===== config.mk =====
export PLATFORM = sky130hd
export DESIGN_NAME = shift_register_operand_iter
export DESIGN_NICKNAME = d
export VERILOG_FILES = /design/src/rtl/shift_register_operand_iter.sv
export SDC_FILE = /design/constraint.sdc
export NUM_CORES = 1
export LEC_CHECK = 0
export ABC_AREA = 1
export CORE_ASPECT_RATIO = 0.5
export CORE_UTILIZATION = 25
export CTS_CLUSTER_SIZE = 40
export DETAILED_ROUTE_END_ITERATION = 6
export GPL_TIMING_DRIVEN = 1
export PLACE_DENSITY = 0.44
export SYNTH_ARGS = -nofsm -noshare
export SYNTH_HDL_FRONTEND = slang
export SYNTH_SLANG_ARGS = --single-unit

===== constraint.sdc =====
create_clock -name clk -period 2.77 [get_ports clk]
set_clock_uncertainty 0.2 [all_clocks]
set_input_delay 0.277 -clock clk [delete_from_list [all_inputs] [get_ports clk]]
set_output_delay 0.277 -clock clk [all_outputs]
set_load 0.02 [all_outputs]

===== src/rtl/shift_register_operand_iter.sv =====
// ============================================================================
// Module  : shift_register_operand_iter
// Brief   : Bit-serial ARM register-form operand-2 shifter (LSL/LSR/ASR/ROR/RRX)
// Revision: 1.0 - initial release
// ============================================================================
`default_nettype none

module shift_register_operand_iter #(
    parameter int WIDTH = 32
) (
    input  logic             clk,
    input  logic             reset_n,
    input  logic             start,
    input  logic [11:0]      shifter_operand,
    input  logic [WIDTH-1:0] rm_value,
    input  logic [WIDTH-1:0] rs_value,
    input  logic             carryFlag,
    output logic             busy,
    output logic             done,
    output logic [WIDTH-1:0] Y,
    output logic             carry
);

    typedef enum logic [1:0] {
        IDLE  = 2'd0,
        SHIFT = 2'd1,
        DONE  = 2'd2
    } state_t;

    localparam logic [1:0] c_lsl = 2'b00;
    localparam logic [1:0] c_lsr = 2'b01;
    localparam logic [1:0] c_asr = 2'b10;

    state_t           state_q, state_d;
    logic [WIDTH-1:0] work_q, work_d;
    logic             wcarry_q, wcarry_d;
    logic [1:0]       type_q, type_d;
    logic             rrx_q, rrx_d;
    logic [5:0]       count_q, count_d;
    logic [WIDTH-1:0] y_q, y_d;
    logic             carry_q, carry_d;

    logic [5:0]       init_count;
    logic             init_carry;
    logic             init_rrx;
    logic [WIDTH-1:0] step_y;
    logic             step_c;

    // Decode of the request into a step count and starting carry
    always_comb begin
        logic [4:0] n_imm;
        logic [7:0] n_reg;
        n_imm      = shifter_operand[11:7];
        n_reg      = rs_value[7:0];
        init_count = 6'd0;
        init_carry = carryFlag;
        init_rrx   = 1'b0;
        if (!shifter_operand[4]) begin
            case (shifter_operand[6:5])
                c_lsl:   init_count = {1'b0, n_imm};
                c_lsr,
                c_asr:   init_count = (n_imm == 5'd0) ? 6'd32 : {1'b0, n_imm};
                default: begin
                    init_count = (n_imm == 5'd0) ? 6'd1 : {1'b0, n_imm};
                    init_rrx   = (n_imm == 5'd0);
                end
            endcase
        end else if (n_reg != 8'd0) begin
            case (shifter_operand[6:5])
                c_lsl,
                c_lsr:   init_count = (n_reg > 8'd33) ? 6'd33 : n_reg[5:0];
                c_asr:   init_count = (n_reg > 8'd32) ? 6'd32 : n_reg[5:0];
                default: begin
                    init_count = {1'b0, n_reg[4:0]};
                    // Rotation by a non-zero multiple of 32 leaves Rm intact but exposes bit 31
                    if (n_reg[4:0] == 5'd0) init_carry = rm_value[WIDTH-1];
                end
            endcase
        end
    end

    always_comb begin
        step_c = work_q[0];
        case (type_q)
            c_lsl: begin
                step_y = {work_q[WIDTH-2:0], 1'b0};
                step_c = work_q[WIDTH-1];
            end
            c_lsr:   step_y = {1'b0, work_q[WIDTH-1:1]};
            c_asr:   step_y = {work_q[WIDTH-1], work_q[WIDTH-1:1]};
            default: step_y = {(rrx_q ? wcarry_q : work_q[0]), work_q[WIDTH-1:1]};
        endcase
    end

    always_comb begin
        state_d  = state_q;
        work_d   = work_q;
        wcarry_d = wcarry_q;
        type_d   = type_q;
        rrx_d    = rrx_q;
        count_d  = count_q;
        y_d      = y_q;
        carry_d  = carry_q;
        case (state_q)
            IDLE: begin
                if (start) begin
                    work_d   = rm_value;
                    wcarry_d = init_carry;
                    type_d   = shifter_operand[6:5];
                    rrx_d    = init_rrx;
                    count_d  = init_count;
                    if (init_count == 6'd0) begin
                        y_d     = rm_value;
                        carry_d = init_carry;
                        state_d = DONE;
                    end else begin
                        state_d = SHIFT;
                    end
                end
            end
            SHIFT: begin
                work_d   = step_y;
                wcarry_d = step_c;
                count_d  = count_q - 6'd1;
                if (count_q == 6'd1) begin
                    y_d     = step_y;
                    carry_d = step_c;
                    state_d = DONE;
                end
            end
            default: state_d = IDLE;
        endcase
    end

    always_ff @(posedge clk or negedge reset_n) begin
        if (!reset_n) begin
            state_q  <= IDLE;
            work_q   <= '0;
            wcarry_q <= 1'b0;
            type_q   <= 2'b00;
            rrx_q    <= 1'b0;
            count_q  <= 6'd0;
            y_q      <= '0;
            carry_q  <= 1'b0;
        end else begin
            state_q  <= state_d;
            work_q   <= work_d;
            wcarry_q <= wcarry_d;
            type_q   <= type_d;
            rrx_q    <= rrx_d;
            count_q  <= count_d;
            y_q      <= y_d;
            carry_q  <= carry_d;
        end
    end

    assign busy  = (state_q == SHIFT) || (state_q == DONE);
    assign done  = (state_q == DONE);
    assign Y     = y_q;
    assign carry = carry_q;

endmodule

`default_nettype wire


==> summary.md <==
| Metric | Value |
|---|---|
| Buffers and inverters on the worst path | 5 |
| Hold_sp | carry$_DFFE_PN0P_ |
| Leakage | roughly 0.0028 uW |
| Layout cells sized above 1 | under 10% |
| Buffers on Ports | 86 |
| Total clock sinks | 77 |
| Worst hold slack | roughly 270 ps |
| Post-synthesis cell area | ~4300 um^2 |
| Worst R2R Start | state_q[0]$_DFFE_PN0P_ |
| Ant. Diodes | 0 |
| DR pass1 iterations | 4 |
| Final Hold Vio Count | 0 |
| Cell Pwr Density | around 1200 nW/um^2 |
| # H-tree levels | 3 |
| Sequential share of the synthesized area | 44.7% |
| Critical Path Fanout Max | 19 |
| DP HPWL | 8760 um |
| RSZ-0062 raised after global routing | no |
| Avg Cell Area, Syn | ~7 um^2 |
| Synth Net Count | roughly 700 |
| FF+latch count, synth | slightly below 80 |
| Nets | about 780 |
| Startpoint types | input port |
| Die Area | about 18000 um^2 |
| Core ar. | between 15000 and 20000 um^2 |
| Reg2reg setup slack | around 600 ps |
| Setup crit start | shifter_operand[5] |
| DRT Wirelength | 12100 um |
| Design area | approximately 5800 um^2 |
| Total number of vias | around 4000 |
| Post-CTS sizing | 0 |
| Placed Instances | approximately 910 |
| Final period utilization | approximately 87% |
| All-Layer GR Usage | about 14% |
| DR vias/cell | between 4 and 5 |
| Hold WC Path Type | reg -> reg |
| Least-Margin Pin Slew | 586 ps |
| Crit-path max cell delay | about 500 ps |
| Slew Limit Fails | 0 |
| Largest net degree at the start of global routing | 43 |
| Worst-skew pair later-pin latency | about 330 ps |
| Fillers | about 1800 |
| CTS tree | done |
| Vias in the first global route | about 4000 |
| Largest area contributor in the netlist | dfrtp_1 |
| Layout area overhead | 35.7% |
| Final setup viols | 0 |
| Maxcap violations | 0 |
| Final min period | about 2400 ps |
| Nature of the critical path endpoint | register |
| I/O pin cnt | between 100 and 150 |
| Most used cell along the critical path | nand2_1 |
| Slew margin rel. | 60.9% |
| Area contributors post-synth | dfrtp_1 45%, nand2_1 21%, o21ai_0 6.3% |
| Drt drc | 0 |
| First-pass GRT wire length | ~20000 um |
| Critical Path Slowest Stage Cell | clkdlybuf4s50_1 |
| CTS max path bufs | 2 |
| Num rows | 33 |
| Main synth FF type | dfrtp_1 |
| WP data arrival | 2420 ps |
| Finished Layout Cells | between 900 and 1000 |
| Post-synth EDFFs | 0 |
| Die Y | roughly 95 um |
| Mapped Cells | roughly 600 |
| Async set-reset flop share out of synthesis | 100% |
| DR WL/cell | between 10 and 15 um |
| Status | finished, final reports clean |
| Top-area cell type share of the netlist area | approximately 45% |
| RePlAce Congestion | between 0.8 and 0.9 |
| Detail Route Antenna Nets | 0 |
| Distinct cells, synth | 31 |
| Delay-heaviest family, CP | buffers and inverters |
| Initial Utilization | between 20% and 30% |
| Final setup TNS | 0 ps |
| CP cell instances | clkdlybuf4s50_1 > inv_1 > ha_1 > nor2_1 > a21oi_1 > buf_4 > nand2_1 > nand2_1 > inv_1 > nand2_1 > nor2_1 > nand2_2 > nand2_4 > nand2_4 > buf_12 > nand2_1 > nand2_1 |
| Yosys warns | 0 |
| Clock-pin slew on the worst setup and hold paths | around 60 ps |
| Die X | ~190 um |
| Dpl cell area | 5510 um^2 |
| Critical Path RT | approximately 2800 ps |
| Multi-input combinational cell area | 2100 um^2 |
| Clk root buf | clkbuf_16 |
| WS Path Type | in -> reg |
| Peak VDD IR | a little over 0.0005 V |
| Highest Clock Rate | 0.417 GHz |
| Sequential cell area | around 1900 um^2 |
| Cts bufs inserted | 9 |
| Initial DRC Count | 259 |
| Initial antenna violation count | 0 |
| GR Overflow Total | 0 |
Yosys cell counts, types with 2 or more instances:
library cell / count
a21oi_1: 38
a31oi_1: 2
buf_2: 4
buf_4: 3
buf_6: 3
clkbuf_1: 20
dfrtp_1: 77
ha_1: 9
inv_1: 34
inv_2: 3
nand2_1: 239
nand2_4: 2
nand3_1: 53
nand4_1: 2
nor2_1: 45
nor2_2: 3
o21ai_0: 54
or2_2: 2
routing by layer:
| layer | share of wire, % | GRT usage, % |
|---|---|---|
| met5 | 0 | 0 |
| met4 | 0.86 | 3.73 |
| met3 | 3.5 | 2.64 |
| met2 | 42 | 21.9 |
| met1 | 53 | 20.5 |
cell usage in the layout (no fill, tap or decap), types with 3 or more instances in the layout:
cell type / instances
dfrtp_1: 77
clkdlybuf4s50_1: 85
nand3_1: 53
a21oi_1: 38
nor2_2: 4
buf_12: 6
inv_1: 34
ha_1: 9
inv_2: 3
nand2_1: 239
o21ai_0: 54
nor2_1: 44
clkbuf_16: 9
buf_4: 12
per-stage QoR:
| step | power, uW | setup slack (ps) | util [%] |
|---|---|---|---|
| after floorplan | 4380 | 781 | - |
| after global placement | 5800 | 23.5 | 33.2 |
| after detailed placement | 5810 | 5.55 | 33.2 |
| after CTS | 7150 | 354 | 35.2 |
| after global routing | 7690 | 133 | 35.2 |
| final | 7020 | 370 | 35.2 |
cells by family after synthesis:
group,share of synthesized area (%)
DFF,44.7
and+or+nand+nor,33.5
adders and majority gates,2.61
buffers and inverters,6.82
AOI/OAI and AO/OA,12.4
tightest hold or removal path, cell delays in order, from the launching register on:
cell,delay [ps]
dfrtp_1,340
nand2_1,50
nand2_1,40
registers in the layout, summed over array words and instances (netlist names):
name      flops
wcarry_q      1
carry         1
count_q       6
type_q        2
state_q       2
rrx_q         1
Y            32
work_q       32
power by group:
| part | total [uW] | switching (uW) | leakage (uW) | internal (uW) |
|---|---|---|---|---|
| sequential | 2050 | 366 | 0.000953 | 1690 |
| combinational | 3670 | 2230 | 0.00171 | 1440 |
| clock | 1290 | 456 | 0.000163 | 836 |
worst paths after layout:
kind                                endpoint  cells past startpoint
max                         Y[7]$_DFFE_PN0P_                     17
min                        carry$_DFFE_PN0P_                      2
max reg2reg                 Y[1]$_DFFE_PN0P_                      9
min reg2reg                carry$_DFFE_PN0P_                      2
max in group asynchronous   Y[7]$_DFFE_PN0P_                      3
min in group asynchronous  Y[28]$_DFFE_PN0P_                      2
repair_timing:
item | CTS | global route
endpoints found under the hold margin | 41 | 0
buffers inserted | 0 | 0
hold buffers | 1 | 0
area by class of cell:
| type | instances | area share, % |
|---|---|---|
| clock buffers | 12 | 4.39 |
| clock inverters | 4 | 1.20 |
| inverters | 37 | 2.38 |
| multi-input cells | 461 | 35.9 |
| flip-flops and latches | 77 | 33.0 |
| well taps | 227 | 4.86 |
| repair buffers | 104 | 18.3 |
No activity file was read; power rests on OpenSTA's default activity.
